File: src/rtl/fft_data_input_if.sv
// AXI-Stream style config and data channels between fft_data_input and the FFT core.
// The master drives valid/data/last and the slave drives ready.
interface fft_data_input_if;
    logic        cfg_tvalid;
    logic        cfg_tready;
    logic [7:0]  cfg_tdata;
    logic        m_tvalid;
    logic        m_tready;
    logic        m_tlast;
    logic [63:0] m_tdata;

    modport master (
        output cfg_tvalid, cfg_tdata, m_tvalid, m_tlast, m_tdata,
        input  cfg_tready, m_tready
    );

    modport slave (
        input  cfg_tvalid, cfg_tdata, m_tvalid, m_tlast, m_tdata,
        output cfg_tready, m_tready
    );
endinterface

File: src/rtl/fft_data_input.sv
// Staging RAM for the FFT input: filled word by word while idle, then streamed
// as one config beat followed by POINT_SIZE {IM, RE} data beats.
module fft_data_input #(
    parameter int NFFT               = 3,
    parameter int POINT_SIZE         = 2**NFFT,
    parameter int N_ELEMENTS         = POINT_SIZE*2,
    parameter int ELEMENTS_ADDR_SIZE = $clog2(N_ELEMENTS)
) (
    input  logic                          clk,
    input  logic                          resetn,
    input  logic                          wEn,
    input  logic [ELEMENTS_ADDR_SIZE-1:0] wAddr,
    input  logic [31:0]                   wData,
    input  logic                          start,
    input  logic                          inverse,
    fft_data_input_if.master              axis,
    output logic                          busy,
    output logic                          sent
);

    typedef enum logic [1:0] {IDLE, CONFIG, STREAM, DONE} state_t;

    localparam logic [ELEMENTS_ADDR_SIZE-1:0] LAST_IDX = ELEMENTS_ADDR_SIZE'(POINT_SIZE-1);

    state_t                        state_q, state_d;
    logic [ELEMENTS_ADDR_SIZE-1:0] idx_q, idx_d;
    logic                          fwd_inv_q, fwd_inv_d;
    logic [31:0]                   ram [N_ELEMENTS];
    logic [ELEMENTS_ADDR_SIZE-1:0] re_addr;
    logic [ELEMENTS_ADDR_SIZE-1:0] im_addr;

    // Writes are only accepted while idle so a frame cannot change under the consumer.
    always_ff @(posedge clk) begin
        if (wEn && state_q == IDLE) begin
            ram[wAddr] <= wData;
        end
    end

    always_ff @(posedge clk) begin
        if (!resetn) begin
            state_q   <= IDLE;
            idx_q     <= '0;
            fwd_inv_q <= 1'b0;
        end else begin
            state_q   <= state_d;
            idx_q     <= idx_d;
            fwd_inv_q <= fwd_inv_d;
        end
    end

    always_comb begin
        state_d   = state_q;
        idx_d     = idx_q;
        fwd_inv_d = fwd_inv_q;
        unique case (state_q)
            IDLE: begin
                if (start) begin
                    fwd_inv_d = ~inverse;
                    idx_d     = '0;
                    state_d   = CONFIG;
                end
            end
            CONFIG: begin
                if (axis.cfg_tready) begin
                    state_d = STREAM;
                end
            end
            STREAM: begin
                // The index parks on the last point rather than wrapping past it.
                if (axis.m_tready) begin
                    if (idx_q == LAST_IDX) begin
                        state_d = DONE;
                    end else begin
                        idx_d = idx_q + ELEMENTS_ADDR_SIZE'(1);
                    end
                end
            end
            DONE: begin
                state_d = IDLE;
            end
        endcase
    end

    assign re_addr = idx_q << 1;
    assign im_addr = re_addr | ELEMENTS_ADDR_SIZE'(1);

    assign axis.cfg_tvalid = (state_q == CONFIG);
    assign axis.cfg_tdata  = {7'b0, fwd_inv_q};
    assign axis.m_tvalid   = (state_q == STREAM);
    assign axis.m_tlast    = (state_q == STREAM) && (idx_q == LAST_IDX);
    assign axis.m_tdata    = (state_q == STREAM) ? {ram[im_addr], ram[re_addr]} : 64'h0;
    assign busy            = (state_q != IDLE);
    assign sent            = (state_q == DONE);

endmodule

File: src/flat_wrapper.sv
// flat-port wrapper written by rule: the top's interface ports become plain ports
module fft_data_input_flat 
#(
    parameter int NFFT               = 3,
    parameter int POINT_SIZE         = 2**NFFT,
    parameter int N_ELEMENTS         = POINT_SIZE*2,
    parameter int ELEMENTS_ADDR_SIZE = $clog2(N_ELEMENTS)
)
  (clk, resetn, wEn, wAddr, wData, start, inverse, busy, sent, axis_cfg_tvalid, axis_cfg_tdata, axis_m_tvalid, axis_m_tlast, axis_m_tdata, axis_cfg_tready, axis_m_tready);
  fft_data_input_if axis_i ();
  input  logic clk;
  input  logic resetn;
  input  logic wEn;
  input  logic [ELEMENTS_ADDR_SIZE-1:0] wAddr;
  input  logic [31:0] wData;
  input  logic start;
  input  logic inverse;
  output logic busy;
  output logic sent;
  output wire logic [$bits(axis_i.cfg_tvalid)-1:0] axis_cfg_tvalid;
  output wire logic [$bits(axis_i.cfg_tdata)-1:0] axis_cfg_tdata;
  output wire logic [$bits(axis_i.m_tvalid)-1:0] axis_m_tvalid;
  output wire logic [$bits(axis_i.m_tlast)-1:0] axis_m_tlast;
  output wire logic [$bits(axis_i.m_tdata)-1:0] axis_m_tdata;
  input wire logic [$bits(axis_i.cfg_tready)-1:0] axis_cfg_tready;
  input wire logic [$bits(axis_i.m_tready)-1:0] axis_m_tready;
  assign axis_cfg_tvalid = axis_i.cfg_tvalid;
  assign axis_cfg_tdata = axis_i.cfg_tdata;
  assign axis_m_tvalid = axis_i.m_tvalid;
  assign axis_m_tlast = axis_i.m_tlast;
  assign axis_m_tdata = axis_i.m_tdata;
  assign axis_i.cfg_tready = axis_cfg_tready;
  assign axis_i.m_tready = axis_m_tready;
  fft_data_input #(.NFFT(NFFT), .POINT_SIZE(POINT_SIZE), .N_ELEMENTS(N_ELEMENTS), .ELEMENTS_ADDR_SIZE(ELEMENTS_ADDR_SIZE)) u_core (.clk(clk), .resetn(resetn), .wEn(wEn), .wAddr(wAddr), .wData(wData), .start(start), .inverse(inverse), .axis(axis_i), .busy(busy), .sent(sent));
endmodule
File: config.mk
export PLATFORM = sky130hd
export DESIGN_NAME = fft_data_input_flat
export DESIGN_NICKNAME = d
export VERILOG_FILES = /design/src/rtl/fft_data_input_if.sv /design/src/rtl/fft_data_input.sv /design/src/flat_wrapper.sv
export SDC_FILE = /design/constraint.sdc
export NUM_CORES = 1
export LEC_CHECK = 0
export ABC_AREA = 1
export BUFFER_PORTS_ARGS = -buffer_cell sky130_fd_sc_hd__buf_2
export CAP_MARGIN = 25
export CORE_AREA = 3 3 244 246
export CTS_BUF_LIST = sky130_fd_sc_hd__clkbuf_4 sky130_fd_sc_hd__clkbuf_8
export DETAILED_ROUTE_END_ITERATION = 10
export DIE_AREA = 0 0 247 249
export PLACE_DENSITY_LB_ADDON = 0.3
export SETUP_SLACK_MARGIN = 0.3
export SYNTH_ARGS = -nofsm -noshare
export SYNTH_HDL_FRONTEND = slang
export SYNTH_SLANG_ARGS = --single-unit
File: constraint.sdc
create_clock -name clk -period 3.8 [get_ports clk]
set_input_delay 0.19 -clock clk [delete_from_list [all_inputs] [get_ports clk]]
set_output_delay 0.19 -clock clk [all_outputs]
set_load 0.02 [all_outputs]
==> impl_metrics.env <==
export IMPL_status="complete, no violations"
export IMPL_fin_crit_ps=3240
export IMPL_finalWirelength_um=53500
export IMPL_cp_max_fo=86
export IMPL_top_usage_layer="met2"
export IMPL_die_w_um=247
export IMPL_drt_iter0_drc=1247
export IMPL_num_fill_cells=5315
export IMPL_tightest_slew_ps=927
export IMPL_p_int_mw=10.0
export IMPL_met3_usage_pct=3.34
export IMPL_cts_sink_count=522
export IMPL_rows=88
export IMPL_postCtsSetupBuffers=0
export IMPL_antenna_found_initial=2
export IMPL_die_h_um=249
export IMPL_area_growth_synth_to_final_pct=15.8
export IMPL_use_met2_pct=27.6
export IMPL_drv_cap=0
export IMPL_r2r_setup_slack_ps=620
export IMPL_grt_pass1_vias=13800
export IMPL_vias_per_cell=4.91
export IMPL_crit_type="reg2out"
export IMPL_p_sw_share_pct=31.2
export IMPL_drive_above_1_share_pct=14.7
export IMPL_ant_nets=0
export IMPL_clockRootBuffer="clkbuf_8"
export IMPL_power_per_cell_area_nw_per_um2=591
export IMPL_cts_tree="built"
export IMPL_worstHoldPathType="in2reg"
export IMPL_cts_buffers=87
export IMPL_clock_skew_final_ps=19.3
export IMPL_syn_area_um2=21300
export IMPL_tns_ps=0
export IMPL_layout_nets=2050
export IMPL_startpoint_type="flop"
export IMPL_start_util_pct=37.0
export IMPL_clk_insertion_delay_late_ps=660
export IMPL_clk_pin_slew_ps=60
export IMPL_ir_drop_mv=0.443
export IMPL_p_comb_share_pct=21.7
export IMPL_vias=13900
export IMPL_wire_per_inst_um=18.9
export IMPL_grt_overflow=0
export IMPL_place_detailed_hpwl_um=28700
export IMPL_seqPwrFrac_pct=45.1
export IMPL_slew_violations=0
export IMPL_clock_power_share_pct=33.2
export IMPL_ys_ff_latch=522
export IMPL_die_area_um2=61500
export IMPL_met1_usage_pct=23.8
export IMPL_port_buffers=112
export IMPL_p_switching_mw=4.55
export IMPL_cts_htree_levels=3
export IMPL_place_congestion=0.747
export IMPL_grt_max_degree=168
export IMPL_power_leakage_nw=8.76
export IMPL_cp_end_kind="primary output"
export IMPL_min_from="axis_m_tready"
export IMPL_grt_util_all_layers_pct=17.2
export IMPL_cts_buffer_depth=3
export IMPL_detail_route_first_pass_iterations=5
export IMPL_ys_warn_count=0
export IMPL_whs_path_depth=9
export IMPL_reg2reg_to="u_core.state_q[0]$_SDFFE_PN0P_"
export IMPL_timing_fmax_mhz=309
export IMPL_drc_errors=0
export IMPL_reg2reg_from="u_core.state_q[0]$_SDFFE_PN0P_"
export IMPL_finalHoldViolations=0
export IMPL_r2r_cells=11
export IMPL_fp_coreArea_um2=57600
export IMPL_cp_arrival_ps=3050
export IMPL_rsz0062_at_grt="no"
export IMPL_ios=120
export IMPL_fin_util_pct=42.8
export IMPL_cp_required_ps=3610
export IMPL_syn_area_per_cell_um2=11.7
export IMPL_ys_seq_area_share_pct=73.1
export IMPL_grt_pass1_wl_um=81600
export IMPL_synthCells=1828
export IMPL_fin_crit_sh_pct=85.2
export IMPL_setup_viol=0
export IMPL_slew_headroom_pct=38.2
export IMPL_synth_distinct_cells=22
power groups by stage:
stage / logic [mW] / clock network (mW) / registers, mW
floorplan: 2.34 / 0 / 6.64
global placement: 3.10 / 0 / 6.69
global route: 3.58 / 5.24 / 6.59
detailed placement: 3.14 / 0 / 6.70
CTS: 3.21 / 4.99 / 6.58
finish: 3.17 / 4.85 / 6.58
routing by layer:
metal | vias to the layer above | wire length (um)
li1 | 6637 | -
met1 | 6807 | 24200
met2 | 373 | 25300
met3 | 70 | 3060
met4 | 2 | 909
met5 | - | 13
timing repair:
item                                    CTS  global route
endpoints found under the hold margin   522             0
hold buffers                             41             0
gates resized for setup                   0             1
endpoints found under the setup margin    0             3
cells in the final DEF (no fill, tap or decap), types with 32 or more instances in the layout:
cell and instances:
clkbuf_8 87, buf_4 32, dlygate4sd3_1 41, buf_2 112
o21ai_0 196, nand3_1 71, o21ai_1 60, nor2_1 658
nand2_1 156, edfxtp_1 512
registers in the layout, summed over array words and instances, names as in the netlist, named ones only:
signal / flops
u_core.idx_q: 4
u_core.fwd_inv_q: 1
u_core.ram: 512
u_core.state_q: 2
cells by family after synthesis:
group	synth area share [%]
adder cells (fa/ha/maj)	0.411
other	0.0176
AO/OA/AOI/OAI	6.13
flip-flops	73.1
buffers and inverters	3.98
AND/OR/NAND/NOR	16.4
cell type report:
class | count | area (um^2) | share of cell area (%)
antenna | 1 | 2.50 | 0.0101
clock buffer | 115 | 1410 | 5.70
clock inverter | 39 | 269 | 1.09
inverter | 21 | 86.3 | 0.350
multi-input combinational | 1177 | 5020 | 20.3
sequential | 522 | 15600 | 63.2
tap | 765 | 957 | 3.88
timing repair buffer | 191 | 1350 | 5.46
critical path, cell delays in order (launching register included):
cell and delay, ps:
dfxtp_4 480, inv_6 480, buf_4 420, o21ai_0 150, nand3_1 90, nand2_1 50, nor2_1 330, buf_2 250
synthesized netlist by cell type:
cell        n  area share (%)
o21ai_0   196             4.6
buf_6      27             1.4
nand3_1    71             1.7
dfxtp_1    10            0.94
buf_1       7            0.12
buf_2      30            0.70
clkbuf_2   23            0.54
buf_12      2            0.19
inv_2       1           0.018
nand2_1   156             2.7
nor2_1    666              12
clkbuf_1   15            0.26
o21ai_1    60             1.4
conb_1      1           0.018
inv_1      19            0.33
nand4_1     1           0.029
ha_1        7            0.41
edfxtp_1  512              72
buf_4      10            0.35
a21oi_1     5            0.12
nor3_1      8            0.19
inv_4       1           0.029
metrics by stage:
stage | cells | total power [mW] | hold WS [ps] | instance area [um^2] | setup slack, ps
after floorplan | 1834 | 8.98 | 289 | 21300 | 206
after global placement | 2634 | 9.79 | 479 | 22600 | 1000
after detailed placement | 2634 | 9.83 | 498 | 22600 | 927
after CTS | 2829 | 14.8 | 39.4 | 24600 | 355
after global routing | 2831 | 15.4 | 154 | 24700 | 321
final | 2831 | 14.6 | 112 | 24700 | 562
how the worst max path moves through the flow:
| stage | cells past startpoint | end | startpoint | slack, ps |
|---|---|---|---|---|
| 5_1_grt | 7 | axis_m_tdata[28] | flop | 320 |
| 3_3_place_gp | 7 | u_core.ram[8][12]$_DFFE_PP_ | u_core.state_q[0]$_SDFFE_PN0P_ | 1000 |
| 6_report | 7 | axis_m_tdata[28] | flop | 560 |
| 2_1_floorplan | 4 | u_core.ram[7][0]$_DFFE_PP_ | u_core.state_q[0]$_SDFFE_PN0P_ | 210 |
| 3_5_place_dp | 7 | u_core.ram[8][12]$_DFFE_PP_ | u_core.state_q[0]$_SDFFE_PN0P_ | 930 |
| 4_1_cts | 8 | axis_m_tdata[26] | flop | 360 |
(Power assumes the default switching activity.)
